==> src/rtl/pc_seq_pkg.sv <==
// pc_seq_pkg: shared types and constants for the next-PC sequencer.
package pc_seq_pkg;
   localparam int XLEN       = 32;
   localparam int INSN_BYTES = 4;

   typedef enum logic [1:0] {BOOT, RUN, HOLD, REDIR} seq_state_t;

   localparam logic [1:0] SRC_NONE = 2'd0;
   localparam logic [1:0] SRC_JMP  = 2'd1;
   localparam logic [1:0] SRC_BR   = 2'd2;
   localparam logic [1:0] SRC_TRAP = 2'd3;

   // {flush_id_ex, flush_if_id}: jumps are decoded in ID, so only IF/ID holds a wrong-path slot
   function automatic logic [1:0] flush_of(input logic [1:0] src);
      return {src == SRC_BR || src == SRC_TRAP, src != SRC_NONE};
   endfunction

   function automatic logic [XLEN-1:0] align(input logic [XLEN-1:0] a);
      return a & ~XLEN'(INSN_BYTES - 1);
   endfunction
endpackage

==> src/rtl/pc_redirect_mux.sv <==
// pc_redirect_mux: priority select (trap > branch > jump) of redirect target, source and flushes.
// Trap input exists only when PC_SEQ_TRAP_EN is defined.
module pc_redirect_mux
   import pc_seq_pkg::*;
(
`ifdef PC_SEQ_TRAP_EN
   input  logic            trap_req,
   input  logic [XLEN-1:0] trap_vec,
`endif
   input  logic            br_taken,
   input  logic [XLEN-1:0] br_target,
   input  logic            jmp_valid,
   input  logic [XLEN-1:0] jmp_target,
   output logic [XLEN-1:0] target,
   output logic [1:0]      src,
   output logic            flush_if_id,
   output logic            flush_id_ex
);
   logic [XLEN-1:0] raw;

   always_comb begin
      src = br_taken ? SRC_BR : jmp_valid ? SRC_JMP : SRC_NONE;
      raw = br_taken ? br_target : jmp_target;
`ifdef PC_SEQ_TRAP_EN
      src = trap_req ? SRC_TRAP : src;
      raw = trap_req ? trap_vec : raw;
`endif
   end

   assign target = align(raw);
   assign {flush_id_ex, flush_if_id} = flush_of(src);
endmodule

==> src/rtl/pc_sequencer.sv <==
// pc_sequencer: next-PC controller sequencing boot, run, stall hold and redirect flushes.
// Define PC_SEQ_TRAP_EN to add the trap request/vector ports with top redirect priority.
module pc_sequencer
   import pc_seq_pkg::*;
#(
   parameter logic [XLEN-1:0] RESET_VEC    = 32'h0000_0000,
   parameter int              BOOT_CYCLES  = 4,
   parameter int              FLUSH_CYCLES = 1
) (
   input  logic            clk,
   input  logic            rst,
   input  logic [XLEN-1:0] pc,
   input  logic            stall,
   input  logic            br_taken,
   input  logic [XLEN-1:0] br_target,
   input  logic            jmp_valid,
   input  logic [XLEN-1:0] jmp_target,
`ifdef PC_SEQ_TRAP_EN
   input  logic            trap_req,
   input  logic [XLEN-1:0] trap_vec,
`endif
   output logic [XLEN-1:0] pc_nxt,
   output logic            pc_rst,
   output logic            fetch_en,
   output logic            flush_if_id,
   output logic            flush_id_ex,
   output logic [1:0]      redir_src
);
   localparam logic [3:0] BOOT_LAST  = 4'(BOOT_CYCLES - 1);
   localparam logic [3:0] FLUSH_LAST = 4'(FLUSH_CYCLES - 1);

   seq_state_t      state;
   logic [3:0]      cnt;
   logic [1:0]      src_q;
   logic            active;
   logic            redir;
   logic [XLEN-1:0] tgt;
   logic [1:0]      src;
   logic            fl_if;
   logic            fl_ex;

   assign active = state == RUN || state == HOLD;
   assign redir  = src != SRC_NONE;

   // Branch/jump in REDIR come from squashed slots; only a trap may re-redirect there
   pc_redirect_mux u_mux (
`ifdef PC_SEQ_TRAP_EN
      .trap_req   (trap_req && (active || state == REDIR)),
      .trap_vec   (trap_vec),
`endif
      .br_taken   (br_taken && active),
      .br_target  (br_target),
      .jmp_valid  (jmp_valid && active),
      .jmp_target (jmp_target),
      .target     (tgt),
      .src        (src),
      .flush_if_id(fl_if),
      .flush_id_ex(fl_ex)
   );

   always_comb begin
      pc_rst    = !rst || (state == BOOT && cnt != BOOT_LAST);
      pc_nxt    = state == BOOT ? RESET_VEC : redir ? tgt : (active && stall) ? pc : pc + XLEN'(INSN_BYTES);
      fetch_en  = redir || state == REDIR || (active && !stall);
      {flush_id_ex, flush_if_id} = state == BOOT ? 2'b11 : redir ? {fl_ex, fl_if} :
                                   state == REDIR ? flush_of(src_q) : 2'b00;
      redir_src = redir ? src : state == REDIR ? src_q : SRC_NONE;
   end

   always_ff @(posedge clk or negedge rst) begin
      if (!rst) begin
         state <= BOOT;
         cnt   <= '0;
         src_q <= SRC_NONE;
      end else if (redir) begin
         state <= FLUSH_CYCLES > 1 ? REDIR : RUN;
         cnt   <= 4'd1;
         src_q <= src;
      end else begin
         case (state)
            BOOT: begin
               cnt   <= cnt + 4'd1;
               state <= cnt == BOOT_LAST ? RUN : BOOT;
            end
            REDIR: begin
               cnt   <= cnt + 4'd1;
               state <= cnt == FLUSH_LAST ? RUN : REDIR;
            end
            default: state <= stall ? HOLD : RUN;
         endcase
      end
   end
endmodule

==> config.mk <==
export PLATFORM = sky130hd
export DESIGN_NAME = pc_sequencer
export DESIGN_NICKNAME = d
export VERILOG_FILES = /design/src/rtl/pc_seq_pkg.sv /design/src/rtl/pc_redirect_mux.sv /design/src/rtl/pc_sequencer.sv
export SDC_FILE = /design/constraint.sdc
export NUM_CORES = 1
export LEC_CHECK = 0
export ABC_AREA = 1
export CORE_UTILIZATION = 60
export CTS_BUF_LIST = sky130_fd_sc_hd__clkbuf_16
export CTS_CLUSTER_DIAMETER = 120
export CTS_CLUSTER_SIZE = 20
export DETAILED_ROUTE_END_ITERATION = 12
export DONT_BUFFER_PORTS = 1
export PLACE_DENSITY_LB_ADDON = 0.2
export SLEW_MARGIN = 20
export SYNTH_ARGS = -nofsm -noshare
export SYNTH_HDL_FRONTEND = slang
export SYNTH_HIERARCHICAL = 1
export SYNTH_SLANG_ARGS = --single-unit
==> constraint.sdc <==
create_clock -name clk -period 2.5 [get_ports clk]
set_input_delay 0.5 -clock clk [delete_from_list [all_inputs] [get_ports clk]]
set_output_delay 0.5 -clock clk [all_outputs]
set_load 0.005 [all_outputs]
==> results.py <==
metrics = {
    "status": {
        "status": "finished, violations left",
        "violations": "negative setup slack",
    },
    "critical_path": {
        "cp_cell_sequence": "inv_2, ha_4, buf_6, nand2_8, buf_6, buf_4, nand4_1, or2_0, a21oi_1",
        "reg2reg_to": "state[0]$_DFF_PN0_",
        "end_kind": "output pin",
        "crit_required_ns": 2.00,
        "setup.reg_to_reg.worst_slack_ns": 0.51,
        "setup.worst_path.start": "state[0]$_DFF_PN0_",
        "worst_r2r_path_depth": 13,
        "critPathMaxFanout": 6,
        "max_stage_delay_ns": 0.39,
        "r2r-start": "state[1]$_DFF_PN0_",
        "cp_common_cell": "buf_6",
        "path_class": "flop to output pin",
        "arrival_ns": 2.01,
        "cpMaxStageDelayCell": "dfrtp_1",
        "start_kind": "flop",
    },
    "placed_design": {
        "dp_hpwl_mm": 5.53,
        "port_buffers": 0,
        "place_congestion": 0.899,
        "placed_area_um2": 2410,
    },
    "global_routing": {
        "grt_pass1_wl_mm": 11.2,
        "grt-ovfl-total": 0,
        "grt_pass1_vias": 2657,
        "grtUsageTotal_pct": 33.1,
        "grt_max_degree": 47,
        "antenna_found_initial": 0,
    },
    "synthesis": {
        "synth_cells": 487,
        "synth.avg_cell_area_um2": 5.04,
        "synth-seq-area-share_pct": 8.15,
        "synth_seq_cells": 8,
        "yosys.cell_types.count": 36,
        "yosysWarnings": 6,
        "syn_area_um2": 2450,
    },
    "timing": {
        "setup_viol": 1,
        "fmax_ghz": 0.399,
        "fin_hold_ws_ns": 0.501,
        "timing.final.crit_share_pct": 100,
        "layout_setup_ws_ns": -0.00536,
        "fin_crit_ns": 2.51,
        "finalMaxSlewViolations": 0,
        "rsz0062_at_grt": "yes",
        "skew_ns": 0.00261,
        "hold_viol_final": 0,
    },
    "clock_network": {
        "cts_root_buf": "clkbuf_16",
        "clockBufferDepth": 2,
        "cts_tree": "built",
        "clkLatencyLatePin_ns": 0.24,
        "clk_transition_reported_paths_ns": 0.04,
        "cts_buffers": 3,
        "clock_sinks": 8,
        "h-tree-depth": 1,
    },
    "floorplanning": {
        "core-area_um2": 3800,
        "die-height_um": 66.0,
        "die_x_um": 66.0,
        "core.rowCount": 22,
        "initial_core_util_pct": 64.6,
        "dieArea_um2": 4350,
        "pin_count": 139,
    },
    "cells_and_area": {
        "fin_area_um2": 2730,
        "fin_nets": 597,
        "multi_input_area_um2": 1870,
        "seq_area_um2": 200,
        "n_antenna_cell": 0,
        "drive_gt1_share_pct": 14.1,
        "utilization_pct": 71.8,
        "area_growth_pct": 11.2,
        "n_fill_cell": 354,
    },
    "hold_path": {
        "min_to": "src_q[1]$_DFFE_PN0N_",
        "hp-class": "flop to flop",
        "whs_path_depth": 2,
        "min-delay-start": "src_q[1]$_DFFE_PN0N_",
    },
    "detailed_routing": {
        "dr_total_vias": 3110,
        "first_pass_iters": 4,
        "drt_iter0_drc": 208,
        "postRouteAntennaNets": 0,
        "post_drt_wl_per_cell_um": 14.5,
        "drc": 0,
        "viasPerCell": 5.79,
        "route.final.wire_length_mm": 7.79,
    },
    "pwr": {
        "pwr_density_cell_nw_per_um2": 1210,
        "power.leakage_uw": 0.00145,
        "vdd_drop_max_uv": 745,
    },
    "job": {
        "max_cap_viol_count": 0,
    },
}
## logic make-up after synthesis
group	Yosys count	synth area share, %
AND/OR/NAND/NOR	318	56.8
buffers and inverters	93	18.3
AO/OA/AOI/OAI	60	13.3
flip-flops	8	8.15
adder cells (fa/ha/maj)	5	2.55
XOR/XNOR	2	0.714
other	1	0.153
## critical path: cells and delay by family, from the launching register on
family,cells,cell delay (ns)
AOI/OAI and AO/OA,1,0.25
adders and majority gates,1,0.22
buffers and inverters,4,0.45
DFF,1,0.39
and+or+nand+nor,3,0.46
## layout make-up
cell class	count	share of cell area, %
multi-input cells	387	68.6
flip-flops and latches	8	7.34
repair buffers	21	9.03
clock buffers	3	2.75
well taps	48	2.20
inverters	70	10.1
## registers in the layout (all words and copies together), names as in the netlist
signal and count:
cnt 4, src_q 2, state 2
## per-layer routing
layer | vias up | GRT usage (%) | part of all wire, % | wire length, µm
li1 | 1521 | - | - | -
met1 | 1373 | 35.0 | 37 | 2910
met2 | 182 | 62.4 | 49 | 3830
met3 | 34 | 6.72 | 9.3 | 721
met4 | 0 | 14.4 | 4.2 | 326
met5 | - | 0 | 0 | 0
## cell usage in the layout (no fill, tap or decap)
| cell | synthesis | final |
|---|---|---|
| nand2_1 | 165 | 163 |
| nor2_1 | 74 | 72 |
| inv_1 | 67 | 63 |
| nand3_1 | 32 | 31 |
| o21ai_0 | 28 | 21 |
| a21oi_1 | 16 | 15 |
| nand2_2 | 13 | 15 |
| o21ai_1 | 6 | 12 |
| buf_4 | 4 | 9 |
| nor3_1 | 8 | 8 |
| dfrtp_1 | 8 | 8 |
| nor2_4 | 4 | 7 |
| buf_6 | 6 | 7 |
| nand4_1 | 6 | 6 |
| nand3_2 | 5 | 5 |
| nor2_2 | 6 | 5 |
| clkbuf_16 | 0 | 5 |
| inv_2 | 1 | 4 |
| o211ai_1 | 4 | 4 |
| ha_1 | 5 | 4 |
| inv_4 | 1 | 2 |
| o21ai_2 | 1 | 2 |
| or2_0 | 2 | 2 |
| a31oi_1 | 3 | 2 |
| buf_12 | 1 | 2 |
| conb_1 | 1 | 2 |
| nand2_8 | 1 | 1 |
| o31ai_1 | 1 | 1 |
| nand3_4 | 0 | 1 |
| and2_1 | 1 | 1 |
| nand3b_1 | 1 | 1 |
| a31oi_2 | 0 | 1 |
| a21oi_2 | 0 | 1 |
| xnor2_1 | 1 | 1 |
| o211a_1 | 1 | 1 |
| xor2_1 | 1 | 1 |
| ha_4 | 0 | 1 |
| dlygate4sd3_1 | 0 | 1 |
| inv_8 | 0 | 1 |
## Yosys cell counts
cell,count,share of area [%]
buf_6,6,2.8
buf_8,1,0.61
nand4_1,6,1.5
nor2_4,4,1.8
a31oi_1,3,0.76
nand2_2,13,3.3
o21ai_1,6,1.2
buf_12,1,0.82
or2_0,2,0.51
xor2_1,1,0.36
o21ai_0,28,5.7
nand2_8,1,0.82
nor2_2,6,1.5
clkbuf_1,6,0.92
nor2_1,74,11
inv_1,67,10
inv_4,1,0.26
buf_4,4,1.2
nand2_1,165,25
nand3b_1,1,0.31
nand3_2,5,2.0
dfrtp_1,8,8.2
inv_2,1,0.15
o211ai_1,4,1.2
inv_6,1,0.36
a21oi_1,16,3.3
ha_1,5,2.5
nand3_1,32,6.5
and2_1,1,0.26
o211a_1,1,0.41
conb_1,1,0.15
buf_2,5,1.0
o31ai_1,1,0.31
xnor2_1,1,0.36
o21ai_2,1,0.36
nor3_1,8,1.6
## power breakdown
| group | switching [µW] | total (µW) | internal [µW] |
|---|---|---|---|
| logic | 1740 | 2800 | 1050 |
| clock network | 68.5 | 275 | 207 |
| registers | 46.2 | 238 | 191 |
| total | 1860 | 3310 | 1450 |
## worst max path at each step
stage	to	slack [ns]	cells past startpoint
6_report	pc_nxt[14]	-0.005	9
5_1_grt	pc_nxt[14]	-0.09	9
4_1_cts	pc_nxt[29]	0.001	13
3_5_place_dp	pc_nxt[29]	0.16	13
3_3_place_gp	pc_nxt[29]	0.20	13
2_1_floorplan	pc_nxt[12]	0.03	15
## stage by stage
stage | power (µW) | setup slack (ns) | setup TNS (ns) | std cells
2_1_floorplan | 2130 | 0.0339 | 0 | 488
3_3_place_gp | 2450 | 0.200 | 0 | 520
3_5_place_dp | 2480 | 0.157 | 0 | 520
4_1_cts | 2810 | 0.00123 | 0 | 525
5_1_grt | 3630 | -0.0921 | -0.545 | 537
6_report | 3310 | -0.00536 | -0.00536 | 537
## what timing repair did
item,4_1_cts,5_1_grt
hold buffers,1,0
pin swaps,1,6
setup buffers,1,8
setup endpoints to repair,16,31
cloned,0,4
gates resized for setup,6,26
hold endpoints to repair,8,0
No activity file was read; power rests on OpenSTA's default activity.
